==> src/rtl/prm_pipe_cce_pkg.sv <==
// Shared definitions for the elastic pipeline register and its skid stages.
package prm_pipe_cce_pkg;

    typedef enum logic [1:0] {
        ST_EMPTY = 2'd0,
        ST_BUSY  = 2'd1,
        ST_FULL  = 2'd2
    } stage_state_e;

    // Building block of the RESET constant; users replicate it to WIDTH bits.
    localparam logic RESET_BIT = 1'b0;

endpackage

==> src/rtl/prm_skid_stage.sv <==
// One valid/ready stage with a main register and a skid register.
// Because up_ready comes straight from the state register, a long chain of
// these stages has no combinational ready path running back upstream.
module prm_skid_stage
    import prm_pipe_cce_pkg::*;
#(
    parameter int WIDTH = 8
)
(
    input  logic             clk,
    input  logic             rst_n,
    input  logic             clr_n,
    input  logic             en,
    input  logic             up_valid,
    output logic             up_ready,
    input  logic [WIDTH-1:0] up_data,
    output logic             down_valid,
    input  logic             down_ready,
    output logic [WIDTH-1:0] down_data,
    output logic             busy
);

    localparam logic [WIDTH-1:0] RESET = {WIDTH{RESET_BIT}};

    stage_state_e     r_state;
    logic [WIDTH-1:0] r_main;
    logic [WIDTH-1:0] r_skid;

    stage_state_e     w_nextState;
    logic [WIDTH-1:0] w_nextMain;
    logic [WIDTH-1:0] w_nextSkid;

    assign up_ready   = (r_state != ST_FULL);
    assign down_valid = (r_state == ST_BUSY) || (r_state == ST_FULL);
    assign down_data  = r_main;
    assign busy       = down_valid;

    // Next-state logic: flush first, then handshakes only while enabled; the unused encoding behaves as EMPTY.
    always_comb begin
        w_nextState = r_state;
        w_nextMain  = r_main;
        w_nextSkid  = r_skid;
        if (!clr_n) begin
            w_nextState = ST_EMPTY;
            w_nextMain  = RESET;
            w_nextSkid  = RESET;
        end else if (en) begin
            case (r_state)
                ST_BUSY: begin
                    if (up_valid && down_ready) begin
                        w_nextMain = up_data;
                    end else if (up_valid) begin
                        w_nextSkid  = up_data;
                        w_nextState = ST_FULL;
                    end else if (down_ready) begin
                        w_nextState = ST_EMPTY;
                    end
                end
                ST_FULL: begin
                    if (down_ready) begin
                        w_nextMain  = r_skid;
                        w_nextState = ST_BUSY;
                    end
                end
                default: begin
                    if (up_valid) begin
                        w_nextMain  = up_data;
                        w_nextState = ST_BUSY;
                    end
                end
            endcase
        end
    end

    // State and data registers, cleared asynchronously by reset.
    always_ff @(posedge clk or negedge rst_n) begin
        if (!rst_n) begin
            r_state <= ST_EMPTY;
            r_main  <= RESET;
            r_skid  <= RESET;
        end else begin
            r_state <= w_nextState;
            r_main  <= w_nextMain;
            r_skid  <= w_nextSkid;
        end
    end

endmodule

==> src/rtl/prm_pipe_cce.sv <==
// Elastic pipeline register: DEPTH skid stages in a chain, with a flush and a
// global enable. The enable only masks the external handshake outputs; the
// stages themselves freeze internally when it is low.
module prm_pipe_cce
    import prm_pipe_cce_pkg::*;
#(
    parameter int WIDTH = 8,
    parameter int DEPTH = 1
)
(
    input  logic             clk,
    input  logic             rst_n,
    input  logic             clr_n,
    input  logic             en,
    input  logic             in_valid,
    input  logic [WIDTH-1:0] in_data,
    output logic             in_ready,
    output logic             out_valid,
    output logic [WIDTH-1:0] out_data,
    input  logic             out_ready,
    output logic             busy
);

    if (DEPTH < 1) begin : g_badDepth
        $error("prm_pipe_cce: DEPTH must be at least 1");
    end

    logic [DEPTH:0]   w_valid;
    logic [DEPTH:0]   w_ready;
    logic [WIDTH-1:0] w_data [DEPTH+1];
    logic [DEPTH-1:0] w_stageBusy;

    assign w_valid[0]     = in_valid;
    assign w_data[0]      = in_data;
    assign w_ready[DEPTH] = out_ready;

    assign in_ready  = en & w_ready[0];
    assign out_valid = en & w_valid[DEPTH];
    assign out_data  = w_data[DEPTH];
    assign busy      = |w_stageBusy;

    for (genvar g = 0; g < DEPTH; g++) begin : g_stage
        prm_skid_stage #(
            .WIDTH (WIDTH)
        ) u_stage (
            .clk        (clk),
            .rst_n      (rst_n),
            .clr_n      (clr_n),
            .en         (en),
            .up_valid   (w_valid[g]),
            .up_ready   (w_ready[g]),
            .up_data    (w_data[g]),
            .down_valid (w_valid[g+1]),
            .down_ready (w_ready[g+1]),
            .down_data  (w_data[g+1]),
            .busy       (w_stageBusy[g])
        );
    end

endmodule
==> config.mk <==
export PLATFORM = sky130hd
export DESIGN_NAME = prm_pipe_cce
export DESIGN_NICKNAME = d
export VERILOG_FILES = /design/src/rtl/prm_pipe_cce_pkg.sv /design/src/rtl/prm_skid_stage.sv /design/src/rtl/prm_pipe_cce.sv
export SDC_FILE = /design/constraint.sdc
export NUM_CORES = 1
export LEC_CHECK = 0
export CAP_MARGIN = 15
export CORE_ASPECT_RATIO = 0.75
export CORE_UTILIZATION = 50
export DETAILED_ROUTE_END_ITERATION = 8
export PLACE_DENSITY = 0.85
export SLEW_MARGIN = 20
export SYNTH_ARGS = -nofsm -noshare
export SYNTH_HDL_FRONTEND = slang
export SYNTH_SLANG_ARGS = --single-unit
==> constraint.sdc <==
create_clock -name clk -period 4.1 [get_ports clk]
set_input_delay 0.615 -clock clk [delete_from_list [all_inputs] [get_ports clk]]
set_output_delay 0.615 -clock clk [all_outputs]
set_load 0.01 [all_outputs]
==> metrics.yaml <==
status: "finished clean"
fin_tns_setup_ns: 0
cts_setup_buffers: 0
end_kind: "output pin"
slew_violations: 0
hpwl_um: 1620
max_clock_freq_mhz: 392
antenna_found_initial: 0
finalSetupViolations: 0
die_x_um: 52.7
drc: 0
die_height_um: 40.0
path_max_fanout: 10
syn_inst: 80
cts_root_buffer: "clkbuf_4"
crit_path_start_kind: "flop"
final_common_cell: "clkdlybuf4s50_1"
worst-path-buf-inv: 2
post-place-ws_ns: 1.60
track_usage: 0.239
dp_cells: 123
synth_area_per_cell_um2: 12.0
initialDrtViolationCount: 21
ys_seq_elements: 18
p_per_area_nw_per_um2: 336
arrival_ns: 1.94
tightest_slew_ns: 0.831
grt_max_degree: 19
cts-buffers-inserted: 3
vias: 754
clkLatencyLatePin_ns: 0.30
die_area_um2: 2110
clock_path_buffers: 2
syn_area_um2: 962
core_um2: 1770
finalHoldViolations: 0
ys_seq_area_frac: 0.468
postCtsHoldBufs: 0
cts_resized: 0
cts_max_level: 1
layout.cells.non_filler: 127
worstSetupPathType: "reg2out"
rows: 13
reg2reg_slack_ns: 2.26
slew_headroom: 0.445
cts.clk_slew.worst_paths_ns: 0.11
fillerInstances: 132
viasPerCell: 5.94
p_leak_nw: 0.503
min_path_type: "reg2reg"
layout_common_cells: "clkdlybuf4s50_1 (24), dfrtp_1 (18), a22o_1 (8), mux2i_1 (8), a211oi_2 (8)"
grt_pass1_vias: 706
diodes: 0
cts_tree: "yes"
crit_chain: "inv_1, ha_1, nor2b_1, clkdlybuf4s50_1"
yosys_warnings: 0
grt_pass1_wl_um: 3390
fin_worst_skew_ns: 0.00537
overflow: 0
start_util: 0.543
rsz0062_at_grt: "false"
crit_required_ns: 3.48
drtAntennaViolNets: 0
fin_ws_ns: 1.55
wl_per_cell_um: 17.6
gp_congestion: 0.824
routed_wl_um: 2230
ir_drop_mv: 0.258
post-route-period-util: 0.622
cp_slowest_stage_delay_ns: 0.51
num_io_pins: 25
port_buffers: 24
drive_gt1_frac: 0.190
ys_types: 26
cts_sinks: 18
critical-path-slowest-cell: "ha_1"
period_needed_ns: 2.55
syn2layout_area_growth_pct: 28.7
maxCapViolations: 0
cp_top_family: "buffers and inverters"
final_nets: 123
syn-num-nets: 97
drt_first_pass_iters: 4
[worst register-to-register path: cells and delay by family (launching register included)]
family | cells | cell delay (ns)
adders and majority gates | 1 | 0.51
and+or+nand+nor | 1 | 0.15
DFF | 1 | 0.41
AOI/OAI and AO/OA | 2 | 0.47
buffers and inverters | 2 | 0.17
[per-stage QoR]
| stage | total power, mW | hold slack [ns] | area [µm²] | util |
|---|---|---|---|---|
| 3_5_place_dp | 0.306 | 0.505 | 1200 | 0.678 |
| 2_1_floorplan | 0.256 | 0.319 | 962 | - |
| 3_3_place_gp | 0.301 | 0.487 | 1200 | 0.678 |
| 5_1_grt | 0.436 | 0.547 | 1240 | 0.699 |
| 6_report | 0.416 | 0.533 | 1240 | 0.699 |
| 4_1_cts | 0.418 | 0.534 | 1240 | 0.699 |
[kinds of logic (layout without fill, tap and decap cells)]
family / Yosys count / after routing / synth area share
flip-flops: 18 / 18 / 0.468
multiplexers: 8 / 8 / 0.0832
adder cells (fa/ha/maj): 3 / 3 / 0.0390
AO/OA/AOI/OAI: 22 / 22 / 0.235
XOR/XNOR: 1 / 1 / 0.00910
buffers and inverters: 8 / 33 / 0.0481
AND/OR/NAND/NOR: 20 / 20 / 0.117
[synth_stat cells]
cell,instances,area [µm²]
nand2b_1,2,12.5
mux2i_1,8,80.1
a211oi_2,8,100
buf_2,1,5.00
or2_1,1,6.26
and2_1,1,6.26
nand2_1,1,3.75
dfrtp_1,18,450
nor2_1,6,22.5
ha_1,3,37.5
xnor2_1,1,8.76
inv_2,2,7.51
nor2b_1,2,12.5
nand3_1,2,10.0
and3_4,1,11.3
buf_8,1,15.0
o2111a_4,1,20.0
o22ai_1,1,6.26
nor2_2,3,18.8
a21oi_1,1,5.00
o211ai_1,2,15.0
a21bo_2,1,10.0
buf_4,1,7.51
nand4b_1,1,8.76
a22o_1,8,70.1
inv_1,3,11.3
[sequential cells by signal (all words and copies together), names as in the netlist]
signal and cells:
g_stage.u_stage.r_skid 8, g_stage.u_stage.down_data 8, g_stage.u_stage.r_state 2
[final cells by class]
class                      instances  area (µm²)  share of cell area
multi-input combinational         54         465               0.376
sequential                        18         450               0.364
timing repair buffer              24         240               0.194
clock buffer                       4        36.3              0.0293
tap                               22        27.5              0.0222
inverter                           5        18.8              0.0152
[worst paths after layout]
path                                                          endpoint  depth (start not counted)                                 startpoint
min in group asynchronous     g_stage[0].u_stage.r_skid[6]$_DFFE_PN0P_                          1                                      rst_n
max                                                           in_ready                          4  g_stage[0].u_stage.r_state[0]$_DFFE_PN0P_
min                           g_stage[0].u_stage.r_skid[7]$_DFFE_PN0P_                          1   g_stage[0].u_stage.r_skid[7]$_DFFE_PN0P_
min reg2reg                   g_stage[0].u_stage.r_skid[7]$_DFFE_PN0P_                          1   g_stage[0].u_stage.r_skid[7]$_DFFE_PN0P_
max reg2reg                g_stage[0].u_stage.down_data[5]$_DFFE_PN0P_                          6  g_stage[0].u_stage.r_state[0]$_DFFE_PN0P_
max in group asynchronous  g_stage[0].u_stage.down_data[2]$_DFFE_PN0P_                          1                                      rst_n
[per-layer routing]
| metal | global-route usage | vias up | wire length, µm |
|---|---|---|---|
| li1 | - | 343 | - |
| met1 | 0.327 | 388 | 1080 |
| met2 | 0.377 | 21 | 1030 |
| met3 | 0.0795 | 2 | 108 |
| met4 | 0.0395 | 0 | 11 |
| met5 | 0 | - | 0 |
[power breakdown]
part	switching, mW	internal (mW)	total, mW
combinational	0.0524	0.0545	0.107
sequential	0.00768	0.188	0.196
clock	0.0590	0.0542	0.113
Power figures use the tool's default switching activity.
==> RTL edit 1: new RTL, same flow settings <==
Reset style: synchronous (`rst_n`), changed in one clocked block. Comments in the files are not updated.
--- a/src/rtl/prm_skid_stage.sv
+++ b/src/rtl/prm_skid_stage.sv
@@ -73,7 +73,7 @@
     end
 
     // State and data registers, cleared asynchronously by reset.
-    always_ff @(posedge clk or negedge rst_n) begin
+    always_ff @(posedge clk) begin
         if (!rst_n) begin
             r_state <= ST_EMPTY;
             r_main  <= RESET;
Behaviour: differs if rst_n is asserted again (counterexample within 4 cycles, from zero or initial values and one cycle with rst_n low); with rst_n held inactive, the same outputs for 10 cycles.
==> RTL edit 1 against the original RTL <==
  * Setup slack lost 0.064 ns
  * Cell area shrank 4.0%
  * Area after synthesis fell by 3.4%
  * Largest cell class unchanged
  * Sequential cell count unchanged
  * Critical path type is now in2out
  * Critical path depth shrank 1
  * Via count increased by 7.0%
  * Critical endpoint is now out_valid
  * Synthesized cell count rose by 35%
  * Routed wire length is 14% lower
Power is not compared: it rests on default switching activity, and its combinational part moved more than twofold at a synthesized area within 25%.
==> RTL edit 1: results (changes against the original RTL) <==
WL/cell=12.6 um (-28%); top post-synthesis cells by count=nand2_1 (27), dfxtp_1 (18), a21oi_1 (10); clk cell area share=1.89% (-1.0 points); met1 wire length=927 um (-14%); final cell count without fillers=152 (+20%); clock buf count=3 (-1); comb_multi_in=80 (+48%); R2R Path Start=g_stage[0].u_stage.r_state[0]$_SDFFE_PN0P_; Synth cell types=25 (-3.8%); fraction of area in registers=30.3% (-6.0 points); r2r setup slk=2.18 ns (-0.08 ns); Placed Area=1170 um2 (-3.0%); largest net degree at the start of global routing=17 (-2); Min-Delay Startpoint=g_stage[0].u_stage.r_skid[6]$_SDFFE_PN0P_; fraction of area in multi-input gates=43.7% (+6.1 points); synthesized instance count=108 (+35%); routability cong.=0.871 (+5.8%); CTS Root Buffer Type=clkbuf_4; GRT met3 Usage=7.36% (-0.59 points); Fill cells=143 (+8.3%); first-pass GRT wire length=3060 um (-10%); layout cells sized above 1=8.46% (-11 points); pre-CTS setup slack=1.49 ns (-0.109 ns); Max clock buf depth=2 (unchanged); Worst Hold Path EP=g_stage[0].u_stage.r_skid[6]$_SDFFE_PN0P_; Layout non-clock buf frac=20.2% (+0.82 points); seq_cells=18 (unchanged); Slew HR=64.5% (+20 points); DP HPWL=1420 um (-12%); crit path DAT=2.00 ns (+0.06 ns); ranking of synthesized cells by area=dfxtp_1 (39%), nand2_1 (11%), mux2i_1 (8.6%); Worst Hold Depth=2 (+1); final hold slack=0.462 ns (-0.0712 ns); CP Max Fanout=9 (-1); Inverters=5 (unchanged); met3 wire len=81 um (-25%); Layout Skew=0.00355 ns (-0.00182 ns); DR top layer=met4; drt via density=5.31 (-11%); vias in the first global route=687 (-2.7%); status=finished clean; Seq/Total Area, Yosys=38.8% (-8.1 points); M1 GR Usage=26.3% (-6.4 points); post-cts gate resize count=0 (unchanged); DR iter-0 viols=20 (-4.8%); metal2 WL=882 um (-15%); syn_nets=124 (+28%); met2 usage=33.4% (-4.2 points); reg2reg end=g_stage[0].u_stage.down_data[7]$_SDFFE_PN0P_; chip width=51.8 um (-1.6%); Global Route Usage Sum=21.1% (-2.8 points)
-- RTL edit 1: power by group --
group	total (W)	internal, W	switching [W]	leakage, nW
clock network	0.0000878	0.0000342	0.0000536	0.0138
logic	0.0000528	0.0000293	0.0000236	0.286
registers	0.000179	0.000178	0.00000151	0.146
-- RTL edit 1: worst max-delay path by stage --
stage	start	end	cells after the start	slack [ns]
after CTS	en	out_valid	3	1.48
final	en	out_valid	3	1.48
after global placement	en	out_valid	3	1.52
after floorplan	g_stage[0].u_stage.r_state[0]$_SDFFE_PN0P_	in_ready	4	2.54
after detailed placement	en	out_valid	3	1.49
after global routing	en	out_valid	3	1.43
-- RTL edit 1: logic make-up after synthesis --
kind of cell	share of synthesized area (%)
muxes	8.61
adders and majority gates	2.69
DFF	38.8
and+or+nand+nor	24.2
buffers and inverters	5.38
AOI/OAI and AO/OA	20.3
-- RTL edit 1: worst max-delay path, cell delays in order --
cell,delay (ns)
clkdlybuf4s50_1,0.65
nor2b_1,0.18
clkdlybuf4s50_1,0.55
==> RTL edit 2: new RTL, same flow settings <==
Made on the original files. `WIDTH` is set to 8 in 2 places; all go to 9.
--- a/src/rtl/prm_skid_stage.sv
+++ b/src/rtl/prm_skid_stage.sv
@@ -4,7 +4,7 @@
 module prm_skid_stage
     import prm_pipe_cce_pkg::*;
 #(
-    parameter int WIDTH = 8
+    parameter int WIDTH = 9
 )
 (
     input  logic             clk,
--- a/src/rtl/prm_pipe_cce.sv
+++ b/src/rtl/prm_pipe_cce.sv
@@ -4,7 +4,7 @@
 module prm_pipe_cce
     import prm_pipe_cce_pkg::*;
 #(
-    parameter int WIDTH = 8,
+    parameter int WIDTH = 9,
     parameter int DEPTH = 1
 )
 (
Ports: changed (resized in_data and out_data); port bits go from 25 to 27. No check against the original RTL was run, so the function may have changed too.
==> RTL edit 2 against the original RTL <==
  * Area after synthesis rose by 11%
  * Sequential cell count rose by 2
  * Cell count rose by 20%
  * Largest power group unchanged
  * Critical path depth fell by 1
  * Setup slack improved by 0.072 ns
  * Cell area rose by 9.6%
  * Routed wire length rose by 3.4%
  * Total power rose by 4.1%
==> RTL edit 2: results (changes against the original RTL) <==
M1 GR Usage=26.7% (-6.0 points); Synth Warn #=0 (unchanged); vias in the first global route=845 (+20%); GRT met3 Usage=7.17% (-0.79 points); met1 wire length=1040 um (-3.4%); drt via density=5.63 (-5.2%); Worst Hold Path EP=g_stage[0].u_stage.r_skid[8]$_DFFE_PN0P_; Worst Hold Depth=2 (+1); routability cong.=0.691 (-16%); r2r setup slk=2.20 ns (-0.06 ns); Global Route Usage Sum=21.8% (-2.1 points); Slew HR=39.1% (-5.4 points); met3 wire len=82 um (-24%); IO buf count=26 (+8.3%); top post-synthesis cells by count=dfrtp_1 (20), nand2_1 (18), nand3_1 (18); reg2reg end=g_stage[0].u_stage.down_data[2]$_DFFE_PN0P_; first-pass GRT wire length=3860 um (+14%); Layout Skew=0.00636 ns (+0.000992 ns); Clock transition at path regs=0.11 ns (about the same); DP HPWL=1670 um (+3.2%); ranking of synthesized cells by area=dfrtp_1 (47%), mux2i_1 (8.5%), nand3_1 (8.5%); metal2 WL=1170 um (+14%); crit path DAT=1.86 ns (-0.08 ns); CTS Root Buffer Type=clkbuf_4; status=finished clean; Via Count=861 (+14%); met2 usage=36.9% (-0.79 points); syn_nets=122 (+26%); CP Max Fanout=5 (-5); DR iter-0 viols=19 (-9.5%); leak pwr=0.688 nW (+37%); CTS Buf Count=3 (unchanged); Min-Delay Startpoint=g_stage[0].u_stage.r_skid[8]$_DFFE_PN0P_; Fill cells=161 (+22%); synthesized area per cell=10.2 um2 (-15%); WL/cell=15.1 um (-14%); # nets final=148 (+20%); VDD IR-drop max=260 uV (+1.0%); Pre-antenna DRT Iters=2 (-2); CP endpoint=in_ready; layout cells sized above 1=5.43% (-14 points); Synth cell types=23 (-12%); Critical path origin=en; Seq/Total Area, Yosys=47.0% (+0.19 points); R2R Path Start=g_stage[0].u_stage.r_state[1]$_DFFE_PN0P_; largest net degree at the start of global routing=31 (+12)
==> RTL edit 2: cell types whose count changed after synthesis, sizes merged, moves of 4 or more <==
cell / unedited run / this run
o211a: 0 / 9
nand3: 2 / 18
clkbuf: 0 / 4
nand2: 1 / 19
a22o: 8 / 1
nor2: 9 / 1
a211oi: 8 / 0
==> RTL edit 2: kinds of logic after synthesis <==
family | count (synthesis) | share of synthesized area (%)
muxes | 9 | 8.46
buffers and inverters | 10 | 5.29
AOI/OAI and AO/OA | 16 | 14.1
DFF | 20 | 47.0
adders and majority gates | 3 | 3.53
and+or+nand+nor | 45 | 20.8
xor gates and xnor gates | 1 | 0.823
==> RTL edit 2: layout make-up <==
| type | count | area, um2 | area share, % |
|---|---|---|---|
| Tap cell | 24 | 30.0 | 2.21 |
| Clock buffer | 4 | 36.3 | 2.67 |
| Multi-Input combinational cell | 74 | 508 | 37.4 |
| Timing Repair Buffer | 27 | 268 | 19.7 |
| Inverter | 4 | 15.0 | 1.11 |
| Sequential cell | 20 | 500 | 36.9 |
==> RTL edit 2: critical path, stage by stage <==
cell and delay [ns]:
clkdlybuf4s50_1 0.55, and2b_1 0.17, clkdlybuf4s50_1 0.53
==> RTL edit 2: stage by stage <==
step	area [um2]	utilization (%)	power, W	hold slack, ns	setup slack (ns)
after global placement	1320	65.6	0.000320	0.481	1.65
final	1360	67.4	0.000433	0.515	1.62
after detailed placement	1320	65.6	0.000325	0.492	1.62
after floorplan	1060	-	0.000277	0.319	2.56
after global routing	1360	67.4	0.000459	0.543	1.55
after CTS	1360	67.4	0.000438	0.519	1.62
==> RTL edit 2: power breakdown <==
part / internal [W] / switching (W) / total (W)
clock: 0.0000542 / 0.0000591 / 0.000113
combinational: 0.0000513 / 0.0000457 / 0.0000970
sequential: 0.000214 / 0.00000965 / 0.000223
